## src/rtl/pacoblaze_intc_pkg.sv

```systemverilog
// Shared definitions for the pacoblaze3 interrupt controller:
// register offsets within the port window and the sequencer states.
package pacoblaze_intc_pkg;

    // Register offsets relative to BASE_ADDR
    localparam logic [2:0] INTC_PENDING = 3'd0;
    localparam logic [2:0] INTC_MASK    = 3'd1;
    localparam logic [2:0] INTC_VECTOR  = 3'd2;
    localparam logic [2:0] INTC_EOI     = 3'd3;
    localparam logic [2:0] INTC_EDGE    = 3'd4;

    // Interrupt sequencing states
    typedef enum logic [1:0] {
        IDLE    = 2'd0,
        REQ     = 2'd1,
        SERVICE = 2'd2
    } intc_state_t;

endpackage

```

## src/rtl/pacoblaze_intc_if.sv

```systemverilog
// Core-side bundle between a pacoblaze3 and its interrupt controller:
// port bus (address, strobes, write data, read data) plus interrupt/ack pair.
interface pacoblaze_intc_if;
    logic [7:0] port_id;
    logic       write_strobe;
    logic       read_strobe;
    logic [7:0] out_port;
    logic [7:0] rd_data;
    logic       interrupt;
    logic       interrupt_ack;

    // The processor core drives the bus and acknowledges
    modport master (
        output port_id, write_strobe, read_strobe, out_port, interrupt_ack,
        input  rd_data, interrupt
    );

    // The interrupt controller decodes the bus and raises interrupts
    modport slave (
        input  port_id, write_strobe, read_strobe, out_port, interrupt_ack,
        output rd_data, interrupt
    );
endinterface

```

## src/rtl/intc_prio_enc.sv

```systemverilog
// Fixed-priority encoder: lowest set request index wins.
module intc_prio_enc #(
    parameter int NSRC = 8
) (
    input  logic [NSRC-1:0] req,
    output logic            any,
    output logic [2:0]      idx
);

    // Scan from the top down so the lowest set bit is the last one written
    always_comb begin
        any = |req;
        idx = 3'd0;
        for (int i = NSRC - 1; i >= 0; i--) begin
            if (req[i]) begin
                idx = 3'(i);
            end
        end
    end

endmodule

```

## src/rtl/pacoblaze_intc.sv

```systemverilog
// Interrupt controller for a pacoblaze3 core. Synchronises NSRC request
// lines, latches them as edge or level requests, and sequences one
// interrupt at a time through IDLE -> REQ -> SERVICE with an EOI write.
module pacoblaze_intc
    import pacoblaze_intc_pkg::*;
#(
    parameter int         NSRC        = 8,
    parameter logic [7:0] BASE_ADDR   = 8'hF0,
    parameter int         SYNC_STAGES = 2
) (
    input  logic            clk,
    input  logic            reset,
    input  logic [NSRC-1:0] src,
    pacoblaze_intc_if.slave bus
);

    localparam logic [7:0] ADDR_PENDING = BASE_ADDR + 8'(INTC_PENDING);
    localparam logic [7:0] ADDR_MASK    = BASE_ADDR + 8'(INTC_MASK);
    localparam logic [7:0] ADDR_VECTOR  = BASE_ADDR + 8'(INTC_VECTOR);
    localparam logic [7:0] ADDR_EOI     = BASE_ADDR + 8'(INTC_EOI);
    localparam logic [7:0] ADDR_EDGE    = BASE_ADDR + 8'(INTC_EDGE);

    logic [SYNC_STAGES-1:0][NSRC-1:0] sync_reg;
    logic [NSRC-1:0] synced;
    logic [NSRC-1:0] synced_prev_reg;
    logic [NSRC-1:0] rise;

    logic [NSRC-1:0] pending_reg, pending_next;
    logic [NSRC-1:0] mask_reg;
    logic [NSRC-1:0] edge_reg;
    logic [NSRC-1:0] active;
    logic [NSRC-1:0] ack_clear;

    logic            any_active;
    logic [2:0]      act_idx;
    logic            take_ack;

    intc_state_t     state_reg, state_next;
    logic            vec_valid_reg, vec_valid_next;
    logic [2:0]      vec_idx_reg, vec_idx_next;

    logic            wr_pending, wr_mask, wr_eoi, wr_edge;
    logic            unused_read_strobe;

    // Reads have no side effects, so the read qualifier is not needed
    assign unused_read_strobe = bus.read_strobe;

    assign wr_pending = bus.write_strobe && (bus.port_id == ADDR_PENDING);
    assign wr_mask    = bus.write_strobe && (bus.port_id == ADDR_MASK);
    assign wr_eoi     = bus.write_strobe && (bus.port_id == ADDR_EOI);
    assign wr_edge    = bus.write_strobe && (bus.port_id == ADDR_EDGE);

    // Synchroniser chain per source plus one delayed copy for edge detection
    always_ff @(posedge clk or posedge reset) begin
        if (reset) begin
            sync_reg        <= '0;
            synced_prev_reg <= '0;
        end else begin
            for (int i = SYNC_STAGES - 1; i > 0; i--) begin
                sync_reg[i] <= sync_reg[i-1];
            end
            sync_reg[0]     <= src;
            synced_prev_reg <= synced;
        end
    end

    assign synced = sync_reg[SYNC_STAGES-1];
    assign rise   = synced & ~synced_prev_reg;
    assign active = pending_reg & mask_reg;

    intc_prio_enc #(.NSRC(NSRC)) u_prio (
        .req (active),
        .any (any_active),
        .idx (act_idx)
    );

    // A genuine acknowledge retires the winning edge request
    assign take_ack  = (state_reg == REQ) && bus.interrupt_ack && any_active;
    assign ack_clear = take_ack ? (NSRC'(1) << act_idx) : '0;

    // Per-source pending update: edge sources latch rises (a new rise beats
    // a same-cycle clear), level sources simply track the synced line
    generate
        for (genvar gi = 0; gi < NSRC; gi++) begin : g_pend
            assign pending_next[gi] = edge_reg[gi]
                ? ((pending_reg[gi] & ~(wr_pending & bus.out_port[gi]) & ~ack_clear[gi]) | rise[gi])
                : synced[gi];
        end
    endgenerate

    // Configuration and pending registers
    always_ff @(posedge clk or posedge reset) begin
        if (reset) begin
            pending_reg <= '0;
            mask_reg    <= '0;
            edge_reg    <= '0;
        end else begin
            pending_reg <= pending_next;
            if (wr_mask) begin
                mask_reg <= bus.out_port[NSRC-1:0];
            end
            if (wr_edge) begin
                edge_reg <= bus.out_port[NSRC-1:0];
            end
        end
    end

    // Sequencer state and latched vector
    always_ff @(posedge clk or posedge reset) begin
        if (reset) begin
            state_reg     <= IDLE;
            vec_valid_reg <= 1'b0;
            vec_idx_reg   <= 3'd0;
        end else begin
            state_reg     <= state_next;
            vec_valid_reg <= vec_valid_next;
            vec_idx_reg   <= vec_idx_next;
        end
    end

    // Next-state and vector logic; one interrupt in flight, no nesting
    always_comb begin
        state_next     = state_reg;
        vec_valid_next = vec_valid_reg;
        vec_idx_next   = vec_idx_reg;
        case (state_reg)
            IDLE: begin
                if (any_active) begin
                    state_next = REQ;
                end
            end
            REQ: begin
                if (bus.interrupt_ack) begin
                    if (any_active) begin
                        vec_valid_next = 1'b1;
                        vec_idx_next   = act_idx;
                        state_next     = SERVICE;
                    end else begin
                        // Request vanished in the ack cycle: hand back an empty vector
                        vec_valid_next = 1'b0;
                        vec_idx_next   = 3'd0;
                        state_next     = IDLE;
                    end
                end else if (!any_active) begin
                    state_next = IDLE;
                end
            end
            SERVICE: begin
                if (wr_eoi) begin
                    vec_valid_next = 1'b0;
                    state_next     = IDLE;
                end
            end
            default: begin
                state_next = IDLE;
            end
        endcase
    end

    // The state register is the interrupt flop: high exactly while in REQ
    assign bus.interrupt = (state_reg == REQ);

    // Combinational register readback; undecoded addresses read zero
    always_comb begin
        bus.rd_data = 8'h00;
        case (bus.port_id)
            ADDR_PENDING: bus.rd_data = 8'(pending_reg);
            ADDR_MASK:    bus.rd_data = 8'(mask_reg);
            ADDR_VECTOR:  bus.rd_data = {vec_valid_reg, 4'b0000, vec_idx_reg};
            ADDR_EDGE:    bus.rd_data = 8'(edge_reg);
            default:      bus.rd_data = 8'h00;
        endcase
    end

endmodule
```

## src/flat_wrapper.sv

```systemverilog
// flat-port wrapper written by rule: the top's interface ports become plain ports
module pacoblaze_intc_flat import pacoblaze_intc_pkg::*;
#(
    parameter int         NSRC        = 8,
    parameter logic [7:0] BASE_ADDR   = 8'hF0,
    parameter int         SYNC_STAGES = 2
)
  (clk, reset, src, bus_port_id, bus_write_strobe, bus_read_strobe, bus_out_port, bus_interrupt_ack, bus_rd_data, bus_interrupt);
  pacoblaze_intc_if bus_i ();
  input  logic clk;
  input  logic reset;
  input  logic [NSRC-1:0] src;
  input wire logic [$bits(bus_i.port_id)-1:0] bus_port_id;
  input wire logic [$bits(bus_i.write_strobe)-1:0] bus_write_strobe;
  input wire logic [$bits(bus_i.read_strobe)-1:0] bus_read_strobe;
  input wire logic [$bits(bus_i.out_port)-1:0] bus_out_port;
  input wire logic [$bits(bus_i.interrupt_ack)-1:0] bus_interrupt_ack;
  output wire logic [$bits(bus_i.rd_data)-1:0] bus_rd_data;
  output wire logic [$bits(bus_i.interrupt)-1:0] bus_interrupt;
  assign bus_i.port_id = bus_port_id;
  assign bus_i.write_strobe = bus_write_strobe;
  assign bus_i.read_strobe = bus_read_strobe;
  assign bus_i.out_port = bus_out_port;
  assign bus_i.interrupt_ack = bus_interrupt_ack;
  assign bus_rd_data = bus_i.rd_data;
  assign bus_interrupt = bus_i.interrupt;
  pacoblaze_intc #(.NSRC(NSRC), .BASE_ADDR(BASE_ADDR), .SYNC_STAGES(SYNC_STAGES)) u_core (.clk(clk), .reset(reset), .src(src), .bus(bus_i));
endmodule
```

## config.mk

```make
export PLATFORM = sky130hd
export DESIGN_NAME = pacoblaze_intc_flat
export DESIGN_NICKNAME = d
export VERILOG_FILES = /design/src/rtl/pacoblaze_intc_pkg.sv /design/src/rtl/pacoblaze_intc_if.sv /design/src/rtl/intc_prio_enc.sv /design/src/rtl/pacoblaze_intc.sv /design/src/flat_wrapper.sv
export SDC_FILE = /design/constraint.sdc
export NUM_CORES = 1
export LEC_CHECK = 0
export BUFFER_PORTS_ARGS = -buffer_cell sky130_fd_sc_hd__buf_2
export CORE_MARGIN = 5
export CORE_UTILIZATION = 50
export CTS_CLUSTER_DIAMETER = 30
export CTS_CLUSTER_SIZE = 28
export DETAILED_ROUTE_END_ITERATION = 7
export HOLD_SLACK_MARGIN = 0.02
export PLACE_DENSITY_LB_ADDON = 0.2
export SYNTH_ARGS = -nofsm -noshare
export SYNTH_HDL_FRONTEND = slang
export SYNTH_SLANG_ARGS = --single-unit
```

## constraint.sdc

```tcl
create_clock -name clk -period 1.5 [get_ports clk]
set_input_delay 0.075 -clock clk [delete_from_list [all_inputs] [get_ports clk]]
set_output_delay 0.075 -clock clk [all_outputs]
set_load 0.01 [all_outputs]
```

==> flow_summary.yaml, run 1 <==
drt:
  antenna_left: 0
  wl_met3_um: 245
  met2_length_um: 2670
  drc_errors: 0
  wl_um: 5570
  wl_per_cell_um: 15.2
  top_layer: "met4"
  wl_met1_um: 2590
  dr.pass1.iters: 4
  vias: 1941
  dr.first_iter.drc_count: 90
  via_per_inst: 5.29
global_routing:
  grt_overflow: 0
  grt_use_total_pct: 20.2
  grt_max_degree: 30
  grt_pass1_vias: 1952
  grt_pass1_wl_um: 9790
  antenna_found_initial: 0
floorplan:
  core-area_um2: 4720
  die_area_um2: 6330
  die_x_um: 79.6
  pin_count: 38
  rows: 25
  start_util_pct: 51.3
  die_h_um: 79.6
logic_synthesis:
  synthArstFlopShare_pct: 100
  netlist_area_um2: 2420
  synth_seq_cells: 54
  synth_top_area_share_pct: 55.8
  synth_cells: 215
  synth_edf_count: 0
  yosysTopAreaCell: "dfrtp_1"
  ys.flop_type: "dfrtp_1"
  syn_area_per_cell_um2: 11.3
  seq_area_frac_synth_pct: 55.8
  synth_area_leaders: "dfrtp_1 (56%), mux2_2 (7.4%), nand2_1 (5.1%)"
  synthesis.nets: 247
  ys_types: 38
  synth.most_common_cell: "dfrtp_1"
  ys_warn_count: 0
  synthTopCellsByCount: "dfrtp_1 (54), nand2_1 (33), mux2_2 (16), nor2_1 (13), o21ai_0 (11)"
setup_path:
  start_kind: "flip-flop"
  worstPathMaxFanout: 4
  cp-end-kind: "output port"
  critPathArrivalTime_ns: 1.47
  path_class: "reg2out"
  critPathRequiredTime_ns: 1.42
  reg2regPathDepth: 6
sta:
  setup_viol: 4
  rsz0062_at_grt: "yes"
  fin_crit_ns: 1.54
  postLayoutSetupSlackWorst_ns: -0.0421
  max_slew.worst_pin.slew_ns: 0.570
  skew_ns: 0.00294
  final.period_utilization_pct: 103
  final_max_slew_viol_count: 0
  fmax_mhz: 648
  relSlewSlack_pct: 62.0
  finalHoldViolCount: 0
final_layout:
  drive_gt1_share_pct: 39.3
  fin_area_um2: 3210
  antenna_cells: 0
  utilization_pct: 68.1
  stdcell_count: 367
  fillers: 365
  nets: 331
  area_delta_synth_final_pct: 32.8
run:
  maxCapViolations: 0
power_and_ir_drop:
  vdd.ir_drop.worst_v: 0.000647
  finalPower_mw: 3.12
  powerDensity_nw_per_um2: 970
  leakagePower_nw: 1.51
placed_design:
  gp_congestion: 0.855
  numPortBuffers: 36
  dp.cells: 347
  dpl_cell_area_um2: 2930
  hpwlAfterDp_um: 4150
outcome:
  status: "finished, violations left"
  violations: "setup timing"
clock_network:
  cts_max_path_buffers: 2
  clk_latency_ns: 0.30
  h-tree-depth: 2
  cts_sinks: 54
  cts_tree: "built"
  clock-root-buffer: "clkbuf_8"
  cts.clk_slew.worst_paths_ns: 0.09
  cts_made_buffers: 5
min_path:
  hold_depth: 2
  hp-class: "in2reg"
[stage by stage]
| step | TNS [ns] | setup slack, ns | hold slack [ns] |
|---|---|---|---|
| after floorplan | -0.268 | -0.0303 | 0.106 |
| after global placement | -0.333 | -0.0478 | 0.166 |
| after detailed placement | -0.690 | -0.0817 | 0.167 |
| after CTS | -0.143 | -0.0445 | 0.0224 |
| after global routing | -0.712 | -0.143 | 0.0247 |
| final | -0.140 | -0.0421 | 0.0288 |
[final cells by class]
cell class | instances | area (µm²) | area share [%]
sequential | 54 | 1350 | 42.1
clock inverter | 1 | 8.76 | 0.272
inverter | 3 | 11.3 | 0.350
tap | 67 | 83.8 | 2.61
timing repair buffer | 84 | 607 | 18.9
clock buffer | 7 | 96.3 | 3.00
multi-input combinational | 151 | 1050 | 32.8
[final timing paths]
check                                                 from                             endpoint  slack, ns
max                         u_core.mask_reg[2]$_DFFE_PP0P_                       bus_rd_data[2]      -0.04
min                                        bus_out_port[6]       u_core.mask_reg[6]$_DFFE_PP0P_       0.03
max reg2reg                u_core.pending_reg[3]$_DFF_PP0_      u_core.pending_reg[5]$_DFF_PP0_      -0.04
min reg2reg                   u_core.sync_reg[7]$_DFF_PP0_           u_core.synced[7]$_DFF_PP0_       0.35
max in group asynchronous                            reset      u_core.pending_reg[7]$_DFF_PP0_       0.59
min in group asynchronous                            reset  u_core.synced_prev_reg[4]$_DFF_PP0_       0.36
[cell usage in the layout, fill, tap and decap left out, types with 3 or more instances in the layout]
cell / Yosys / layout
a21o_1: 3 / 3
o21a_1: 5 / 5
nor2_1: 13 / 10
clkbuf_8: 0 / 7
buf_6: 2 / 5
buf_4: 2 / 32
nand2_1: 33 / 32
o21ai_0: 11 / 8
nand2b_1: 4 / 3
mux2i_1: 8 / 8
nand3_1: 9 / 9
mux2_2: 16 / 15
a22o_1: 4 / 4
nor2_2: 0 / 3
buf_2: 1 / 36
a31oi_1: 3 / 3
a22oi_2: 0 / 4
dlygate4sd3_1: 0 / 9
dfrtp_1: 54 / 52
o21ai_1: 0 / 3
nand4_1: 4 / 4
a21oi_1: 10 / 10
[timing repair]
| action | in CTS | in global routing |
|---|---|---|
| buffers inserted | 1 | 2 |
| endpoints found under the setup margin | 5 | 14 |
| endpoints found under the hold margin | 33 | 0 |
| pin swaps | 2 | 7 |
| hold buffers | 9 | 0 |
| resized for setup | 6 | 15 |
[logic make-up after synthesis]
| group | count (synthesis) | synth area share, % |
|---|---|---|
| buffers and inverters | 10 | 2.53 |
| adders and majority gates | 3 | 1.55 |
| and+or+nand+nor | 73 | 15.3 |
| DFF | 54 | 55.8 |
| muxes | 24 | 10.7 |
| AOI/OAI and AO/OA | 51 | 14.0 |
[power by group]
| group | internal, mW | leakage, nW | switching [mW] |
|---|---|---|---|
| clock network | 0.424 | 0.0544 | 0.464 |
| registers | 1.57 | 0.673 | 0.0813 |
| logic | 0.297 | 0.782 | 0.284 |
[critical path: stages, from the launching register on]
cell and delay (ns):
dfrtp_1 0.44, buf_6 0.14, mux2i_1 0.13, nor2_1 0.06, a21oi_1 0.11, o21a_1 0.12, nor2_1 0.04, buf_2 0.13
[metal layers]
layer	vias to the layer above	track usage, %
met5	-	0
met4	0	5.67
met3	7	4.18
met2	42	32.1
met1	951	28.1
li1	941	-
Power figures use the tool's default switching activity.
==> run 2: changes to the inputs <==
==> constraint.sdc (replaced) <==
create_clock -name clk -period 1.5 [get_ports clk]
set_input_delay 0.15 -clock clk [delete_from_list [all_inputs] [get_ports clk]]
set_output_delay 0.15 -clock clk [all_outputs]
set_load 0.01 [all_outputs]
==> flow_summary.yaml, run 2 (synthesized netlist as in run 1, its figures left out) <==
outcome:
  status: "finished, violations left"
  violations: "setup timing"
sta:
  skew_ns: 0.00717
  setup_viol: 7
  final.period_utilization_pct: 107
  relSlewSlack_pct: 78.9
  fmax_mhz: 621
  fin_crit_ns: 1.61
  final_max_slew_viol_count: 0
  postLayoutSetupSlackWorst_ns: -0.109
  rsz0062_at_grt: "yes"
  max_slew.worst_pin.slew_ns: 0.317
  finalHoldViolCount: 0
drt:
  wl_um: 5560
  met2_length_um: 2680
  wl_met1_um: 2580
  antenna_left: 0
  drc_errors: 0
  vias: 1926
  via_per_inst: 5.25
  dr.pass1.iters: 4
  wl_met3_um: 214
  wl_per_cell_um: 15.1
  top_layer: "met4"
  dr.first_iter.drc_count: 133
clock_network:
  cts_sinks: 54
  cts.clk_slew.worst_paths_ns: 0.09
  cts_max_path_buffers: 2
  clock-root-buffer: "clkbuf_8"
  cts_made_buffers: 5
  cts_tree: "built"
  h-tree-depth: 2
  clk_latency_ns: 0.30
global_routing:
  grt_pass1_vias: 1968
  grt_overflow: 0
  grt_use_total_pct: 18.7
  grt_pass1_wl_um: 9160
  grt_max_degree: 55
  antenna_found_initial: 0
floorplan:
  pin_count: 38
  die_area_um2: 6330
  start_util_pct: 51.3
  rows: 25
  core-area_um2: 4720
  die_x_um: 79.6
  die_h_um: 79.6
final_layout:
  area_delta_synth_final_pct: 34.9
  drive_gt1_share_pct: 40.3
  final_cell_mix: "dfrtp_1 (54), buf_4 (34), buf_2 (33)"
  nets: 331
  fillers: 359
  antenna_cells: 0
  final_common_cell: "dfrtp_1"
setup_path:
  reg2regPathDepth: 6
  r2r-end: "u_core.pending_reg[5]$_DFF_PP0_"
  path_class: "reg2reg"
  r2r_setup_slack_ns: -0.11
  cp-end-kind: "flip-flop"
  worstPathMaxFanout: 4
  r2r-start: "u_core.pending_reg[2]$_DFF_PP0_"
  critPathArrivalTime_ns: 1.80
  start_kind: "flip-flop"
  critPathRequiredTime_ns: 1.69
placed_design:
  gp_congestion: 0.838
  hpwlAfterDp_um: 3870
  numPortBuffers: 36
  post-place-ws_ns: -0.162
power_and_ir_drop:
  leakagePower_nw: 1.53
  powerDensity_nw_per_um2: 929
  finalPower_mw: 3.04
  vdd.ir_drop.worst_v: 0.000635
min_path:
  whs_endpoint: "u_core.mask_reg[1]$_DFFE_PP0P_"
  hold_depth: 2
  hp-start: "bus_out_port[1]"
  hp-class: "in2reg"
run:
  maxCapViolations: 0
[run 2: per-stage QoR]
step	instances	util [%]	cell area [µm²]	hold WS [ns]	TNS [ns]
floorplan	215	-	2460	0.181	-1.52
global placement	341	61.7	2920	0.216	-1.49
detailed placement	341	61.7	2920	0.220	-2.15
CTS	364	66.8	3160	0.104	-0.238
global route	367	69.2	3270	0.0981	-1.20
finish	367	69.2	3270	0.112	-0.391
[run 2: worst max path at each step]
| stage | start | to | slack [ns] | cells past startpoint |
|---|---|---|---|---|
| 2_1_floorplan | bus_port_id[7] | u_core.mask_reg[0]$_DFFE_PP0P_ | -0.11 | 7 |
| 3_3_place_gp | bus_port_id[7] | u_core.mask_reg[4]$_DFFE_PP0P_ | -0.10 | 7 |
| 3_5_place_dp | bus_port_id[5] | u_core.pending_reg[7]$_DFF_PP0_ | -0.16 | 8 |
| 4_1_cts | u_core.pending_reg[2]$_DFF_PP0_ | bus_rd_data[2] | -0.10 | 7 |
| 5_1_grt | u_core.pending_reg[2]$_DFF_PP0_ | bus_rd_data[2] | -0.19 | 7 |
| 6_report | u_core.pending_reg[2]$_DFF_PP0_ | u_core.pending_reg[5]$_DFF_PP0_ | -0.11 | 6 |
[run 2: cell type report]
class | instances | area (µm²) | share of cell area (%)
Clock inverter | 1 | 5.00 | 0.153
Tap cell | 67 | 83.8 | 2.57
Inverter | 3 | 11.3 | 0.345
Sequential cell | 54 | 1350 | 41.4
Clock buffer | 7 | 86.3 | 2.64
Timing Repair Buffer | 84 | 627 | 19.2
Multi-Input combinational cell | 151 | 1100 | 33.7
[run 2: metal layers]
| layer | global-route usage (%) | vias up |
|---|---|---|
| met5 | 0 | - |
| met4 | 6.19 | 0 |
| met3 | 3.84 | 8 |
| met2 | 29.8 | 44 |
| met1 | 25.6 | 939 |
| li1 | - | 935 |
[run 2: power by group]
part           internal (mW)  total [mW]  switching, mW
clock                  0.373       0.808          0.435
combinational          0.292       0.580          0.288
sequential              1.57        1.65         0.0795
total                   2.23        3.04          0.802
[run 2: timing repair]
action                                 in CTS  in global routing
setup buffers                               6                  4
endpoints found under the hold margin      62                  0
pin swaps                                  11                 15
setup endpoints to repair                   9                 17
hold buffers                                9                  0
resized for setup                           4                 27
[run 2: critical path, stage by stage, from the launching register on]
cell and delay [ns]:
dfrtp_1 0.43, buf_4 0.15, buf_4 0.12, a32o_2 0.23, a31oi_4 0.21, o211ai_1 0.12
a41o_1 0.25
